**config.mk**
```make
export PLATFORM = sky130hd
export DESIGN_NAME = assoc_icache
export DESIGN_NICKNAME = d
export VERILOG_FILES = /design/src/rtl/assoc_icache.sv
export SDC_FILE = /design/constraint.sdc
export NUM_CORES = 2
export LEC_CHECK = 0
export CORE_ASPECT_RATIO = 1.5
export CORE_MARGIN = 3
export CORE_UTILIZATION = 30
export CTS_CLUSTER_DIAMETER = 150
export DETAILED_ROUTE_END_ITERATION = 7
export GPL_ROUTABILITY_DRIVEN = 0
export PLACE_DENSITY = 0.48
export SETUP_SLACK_MARGIN = 0.15
export SLEW_MARGIN = 20
export SYNTH_ARGS = -nofsm -noshare
export SYNTH_HDL_FRONTEND = slang
export SYNTH_SLANG_ARGS = --single-unit
export TNS_END_PERCENT = 1
```
**constraint.sdc**
```tcl
create_clock -name CLK -period 6.4 [get_ports CLK]
set_clock_uncertainty 0.1 [all_clocks]
set_input_delay 1.28 -clock CLK [delete_from_list [all_inputs] [get_ports CLK]]
set_output_delay 1.28 -clock CLK [all_outputs]
set_load 0.02 [all_outputs]
```
**src/rtl/assoc_icache.sv**
```systemverilog
// Set-associative instruction cache with round-robin replacement,
// whole-cache flush and saturating hit/miss counters.
module assoc_icache #(
  parameter int SETS  = 16,
  parameter int WAYS  = 2,
  parameter int CNT_W = 32
) (
  input  logic             CLK,
  input  logic             nRST,
  input  logic             imemREN,
  input  logic [31:0]      imemaddr,
  input  logic             pcRST,
  input  logic             flush,
  output logic             ihit,
  output logic [31:0]      imemload,
  output logic             iREN,
  output logic [31:0]      iaddr,
  input  logic             iwait,
  input  logic [31:0]      iload,
  output logic [CNT_W-1:0] hit_count,
  output logic [CNT_W-1:0] miss_count
);

  localparam int IW = $clog2(SETS);
  localparam int TW = 30 - IW;
  localparam int RW = (WAYS > 1) ? $clog2(WAYS) : 1;

  localparam logic [0:0] IDLE  = 1'b0;
  localparam logic [0:0] READM = 1'b1;

  logic [0:0]      state;
  logic [31:0]     missAddr;
  logic [WAYS-1:0] valid [SETS];
  logic [TW-1:0]   tags  [SETS][WAYS];
  logic [31:0]     data  [SETS][WAYS];

  logic [IW-1:0] idx;
  logic [IW-1:0] missIdx;
  logic [TW-1:0] tag;
  logic [TW-1:0] missTag;

  assign idx     = imemaddr[2+IW-1:2];
  assign tag     = imemaddr[31:2+IW];
  assign missIdx = missAddr[2+IW-1:2];
  assign missTag = missAddr[31:2+IW];

  logic [WAYS-1:0] hitWay;
  logic [31:0]     hitData;
  logic            anyHit;

  always_comb begin
    hitWay  = '0;
    hitData = '0;
    for (int w = 0; w < WAYS; w++) begin
      if (valid[idx][w] && tags[idx][w] == tag) begin
        hitWay[w] = 1'b1;
        hitData   = hitData | data[idx][w];
      end
    end
  end

  assign anyHit   = |hitWay;
  assign ihit     = anyHit & imemREN & ~pcRST & (state == IDLE);
  assign imemload = ihit ? hitData : '0;
  assign iREN     = (state == READM);
  assign iaddr    = iREN ? {missAddr[31:2], 2'b00} : '0;

  logic missStart;
  logic fillEn;

  assign missStart = (state == IDLE) & imemREN & ~pcRST & ~anyHit & ~flush;
  assign fillEn    = (state == READM) & ~flush & ~pcRST & ~iwait;

  logic [RW-1:0] victim;
  logic [RW-1:0] rrCur;
  logic          freeFound;

  // Descending scan so the lowest-numbered invalid way wins.
  always_comb begin
    victim    = rrCur;
    freeFound = 1'b0;
    for (int w = WAYS - 1; w >= 0; w--) begin
      if (!valid[missIdx][w]) begin
        victim    = RW'(w);
        freeFound = 1'b1;
      end
    end
  end

  generate
    if (WAYS > 1) begin : g_rr
      logic [RW-1:0] rr [SETS];
      assign rrCur = rr[missIdx];
      always_ff @(posedge CLK) begin
        if (!nRST || flush) begin
          for (int s = 0; s < SETS; s++) rr[s] <= '0;
        end else if (fillEn && !freeFound) begin
          rr[missIdx] <= victim + RW'(1);
        end
      end
    end else begin : g_norr
      assign rrCur = '0;
    end
  endgenerate

  always_ff @(posedge CLK) begin
    if (!nRST) begin
      state      <= IDLE;
      missAddr   <= '0;
      hit_count  <= '0;
      miss_count <= '0;
      for (int s = 0; s < SETS; s++) valid[s] <= '0;
    end else begin
      if (ihit && hit_count != '1)
        hit_count <= hit_count + CNT_W'(1);
      if (missStart && miss_count != '1)
        miss_count <= miss_count + CNT_W'(1);
      if (flush) begin
        state <= IDLE;
        for (int s = 0; s < SETS; s++) valid[s] <= '0;
      end else begin
        unique case (1'b1)
          (state == IDLE): begin
            if (missStart) begin
              missAddr <= imemaddr;
              state    <= READM;
            end
          end
          (state == READM): begin
            if (pcRST || !iwait) state <= IDLE;
            if (fillEn) valid[missIdx][victim] <= 1'b1;
          end
          default: state <= IDLE;
        endcase
      end
    end
  end

  // Tag/data arrays carry no reset; valid bits gate their use.
  always_ff @(posedge CLK) begin
    if (fillEn) begin
      tags[missIdx][victim] <= missTag;
      data[missIdx][victim] <= iload;
    end
  end

endmodule
```
==> impl_results.md <==
* Clock slew seen by the registers of the worst setup and hold paths at 60 ps
* F_max at 162 MHz
* CTS Buffer Depth at 4
* Total track usage at 17.4%
* Post-synth ARST share at 0%
* Rel. slew slack at 27.2%
* Area Overhead vs Synth at 20.2%
* Met1 Use GR at 21.5%
* Slowest CP cell: mux4_2
* First-pass DRT Iterations at 5
* CTS tree: yes
* Final core utilization at 36.3%
* Leakage power total at 0.0290 uW
* Worst reg2reg path endpoint: data[14][11]$_DFFE_PP_
* Crit path DAT at 4810 ps
* Sequence of cells on the critical path: buf_16 -> buf_16 -> clkbuf_16 -> mux4_2 -> and3_1 -> nor4_1 -> nand3_1 -> nand4_1 -> a2111oi_4 -> buf_4 -> and4_4 -> buf_6 -> buf_8 -> a22oi_2 -> nor2_2 -> buf_4
* Slew Viols, Final at 0
* Synthesized netlist cell count at 3787
* Port Buffer Count at 195
* Tcrit/Tclk final at 96.7%
* R2R setup slack at 1870 ps
* RSZ-0062 raised after global routing: no
* Most used DFF post-synth: edfxtp_1
* Max-cap violations at 0
* Top Usage Layer GRT: met2
* Worst Setup SP: imemaddr[2]
* Global-route met3 utilization at 2.31%
* Number of flops mapped to enable cells by yosys at 1872
* Clk Latency, worst-skew pair at 850 ps
* Global-route met2 utilization at 31.8%
* Crit Path Max Fanout at 8
* Setup ws final at 212 ps
* Final WL at 237000 um
* Setup violations, final at 0
* Syn Area/Cell at 20.8 sq um
* Deepest level of the CTS H-tree at 4
* Grt ovf at 0
* FF+latch count, synth at 2003
* TritonCTS Buffers at 196
* Die Width at 424 um
* Via count at 39900
* Crit path required time at 5020 ps
* Final Power at 26900 uW
* Setup TNS at 0 ps
* CP Capture Point: imemload[2]
* Worst slack at placement at -919 ps
* Clk root buf: clkbuf_16
* WS Path Type: in2out
* Die ar. at 268000 sq um
* Largest net degree at the start of global routing at 60
* Placed Cells at 7567
* Netlist cell types at 66
* Initial DRC Count at 3106
* Crit. End Element: output pin
* Sequential fraction of the synthesis area at 74.9%
* Synthesized area at 78600 sq um
* Detailed-route DRC error count at 0
* Nets at 4399
* Antenna violations before repair at 16
* Die Y at 633 um
* Pwr/cell area at 284 nW/um^2
* # rows at 229
* Max VDD drop at 0.000204 V
* R2r worst-path depth at 8
* Period minus WS final at 6190 ps
* Initial Utilization at 30.2%
* Via density at 5.01
* Core Region at 260000 sq um
* Top Ports at 200
* Worst hold path class: reg2reg
* Fin. Hold Viols at 0
* Syn. warnings at 0
* Post-route ant nets at 0
* Number of global-route vias before repair at 41800
* Startpoint types: input port
* Commonest non-fill, non-tap cell in the layout: edfxtp_1
* Finished Layout Cells at 7948
* Status: finished clean
* CP peak stage delay at 510 ps
* Layout cells sized above 1 at 29.6%
* DP HPWL at 139000 um
* WL per Instance at 29.8 um
* Slew of the pin with the lowest slew margin at 1090 ps
* Clock sinks at 2003
* First-pass GRT wire length at 332000 um
* Most frequent cells in the layout: 1872 x edfxtp_1, 517 x mux4_2, 284 x buf_4
==> worst max-delay path: cells and delay by family <==
| kind | cells | cell delay [ps] |
|---|---|---|
| AO/OA/AOI/OAI | 2 | 480 |
| buffers and inverters | 7 | 1130 |
| AND/OR/NAND/NOR | 6 | 1360 |
| multiplexers | 1 | 510 |
==> logic make-up (layout without fill, tap and decap cells) <==
logic type / count (synthesis) / count (layout) / synth area share (%)
mux: 697 / 697 / 17.1
compound gates: 241 / 241 / 2.18
xor+xnor: 103 / 103 / 1.15
fa+ha+maj: 2 / 2 / 0.0318
buf+inv: 245 / 936 / 1.56
other cells: 1 / 6 / 0.00477
flops: 2003 / 2003 / 74.9
simple gates: 495 / 495 / 3.11
==> synth_stat cells (18+ instances only) <==
cell / instances / area share [%]
edfxtp_1: 1872 / 72
mux4_2: 517 / 15
nor2_1: 185 / 0.88
mux2i_1: 176 / 2.2
dfxtp_1: 131 / 3.3
clkbuf_1: 98 / 0.47
nand2_1: 84 / 0.40
a21oi_1: 69 / 0.44
xnor2_1: 61 / 0.68
a22oi_1: 58 / 0.55
nand3_1: 43 / 0.27
xor2_1: 42 / 0.47
buf_2: 41 / 0.26
and2_1: 39 / 0.31
buf_1: 38 / 0.18
o21ai_0: 33 / 0.21
buf_4: 29 / 0.28
nand2b_1: 27 / 0.21
and3_1: 22 / 0.18
buf_6: 19 / 0.27
nand4_1: 19 / 0.15
inv_1: 18 / 0.086
==> state kept, by name (all words and copies together) (netlist names), named ones only <==
signal      cells
data         1024
tags          832
hit_count      32
miss_count     32
valid          32
missAddr       30
g_rr.rr        16
iREN            1
==> how the worst min path moves through the flow <==
| stage | start | end | cells after the start |
|---|---|---|---|
| after CTS | miss_count[26]$_SDFFE_PN0P_ | miss_count[26]$_SDFFE_PN0P_ | 2 |
| after detailed placement | miss_count[26]$_SDFFE_PN0P_ | miss_count[26]$_SDFFE_PN0P_ | 2 |
| after floorplan | valid[10][0]$_DFF_P_ | valid[10][0]$_DFF_P_ | 2 |
| final | miss_count[26]$_SDFFE_PN0P_ | miss_count[26]$_SDFFE_PN0P_ | 2 |
| after global placement | miss_count[26]$_SDFFE_PN0P_ | miss_count[26]$_SDFFE_PN0P_ | 2 |
| after global routing | miss_count[24]$_SDFFE_PN0P_ | miss_count[24]$_SDFFE_PN0P_ | 2 |
==> per-stage QoR <==
stage	hold WS [ps]	cell area, sq um
CTS	389	94300
global placement	364	87700
detailed placement	381	87700
global route	417	94400
finish	389	94400
floorplan	369	78600
==> area by class of cell <==
type,count,area [sq um]
Fill cell,24200,166000
Tap cell,3465,4340
Multi-Input combinational cell,1540,19000
Inverter,19,73.8
Antenna cell,4,10.0
Clock inverter,106,876
Timing Repair Buffer,567,6100
Sequential cell,2003,58900
Clock buffer,244,5220
==> routing by layer <==
layer / part of all wire, % / routed length [um]
met5: 0.036 / 85
met4: 2.7 / 6390
met3: 4.0 / 9450
met2: 53 / 126000
met1: 40 / 94800
==> report_power, final <==
part           leakage [uW]  internal (uW)  switching [uW]
Sequential           0.0170          14300            49.1
Clock               0.00298           6300            4990
Combinational       0.00899            563             685
Total                0.0290          21100            5720
==> repair_timing <==
action | in CTS | in global routing
hold buffers | 0 | 0
endpoints found under the setup margin | 33 | 27
pin swaps | 10 | 9
setup buffers | 20 | 3
gates resized for setup | 50 | 24
gates cloned | 3 | 2
Note: power is estimated with default switching activity, not from simulation.
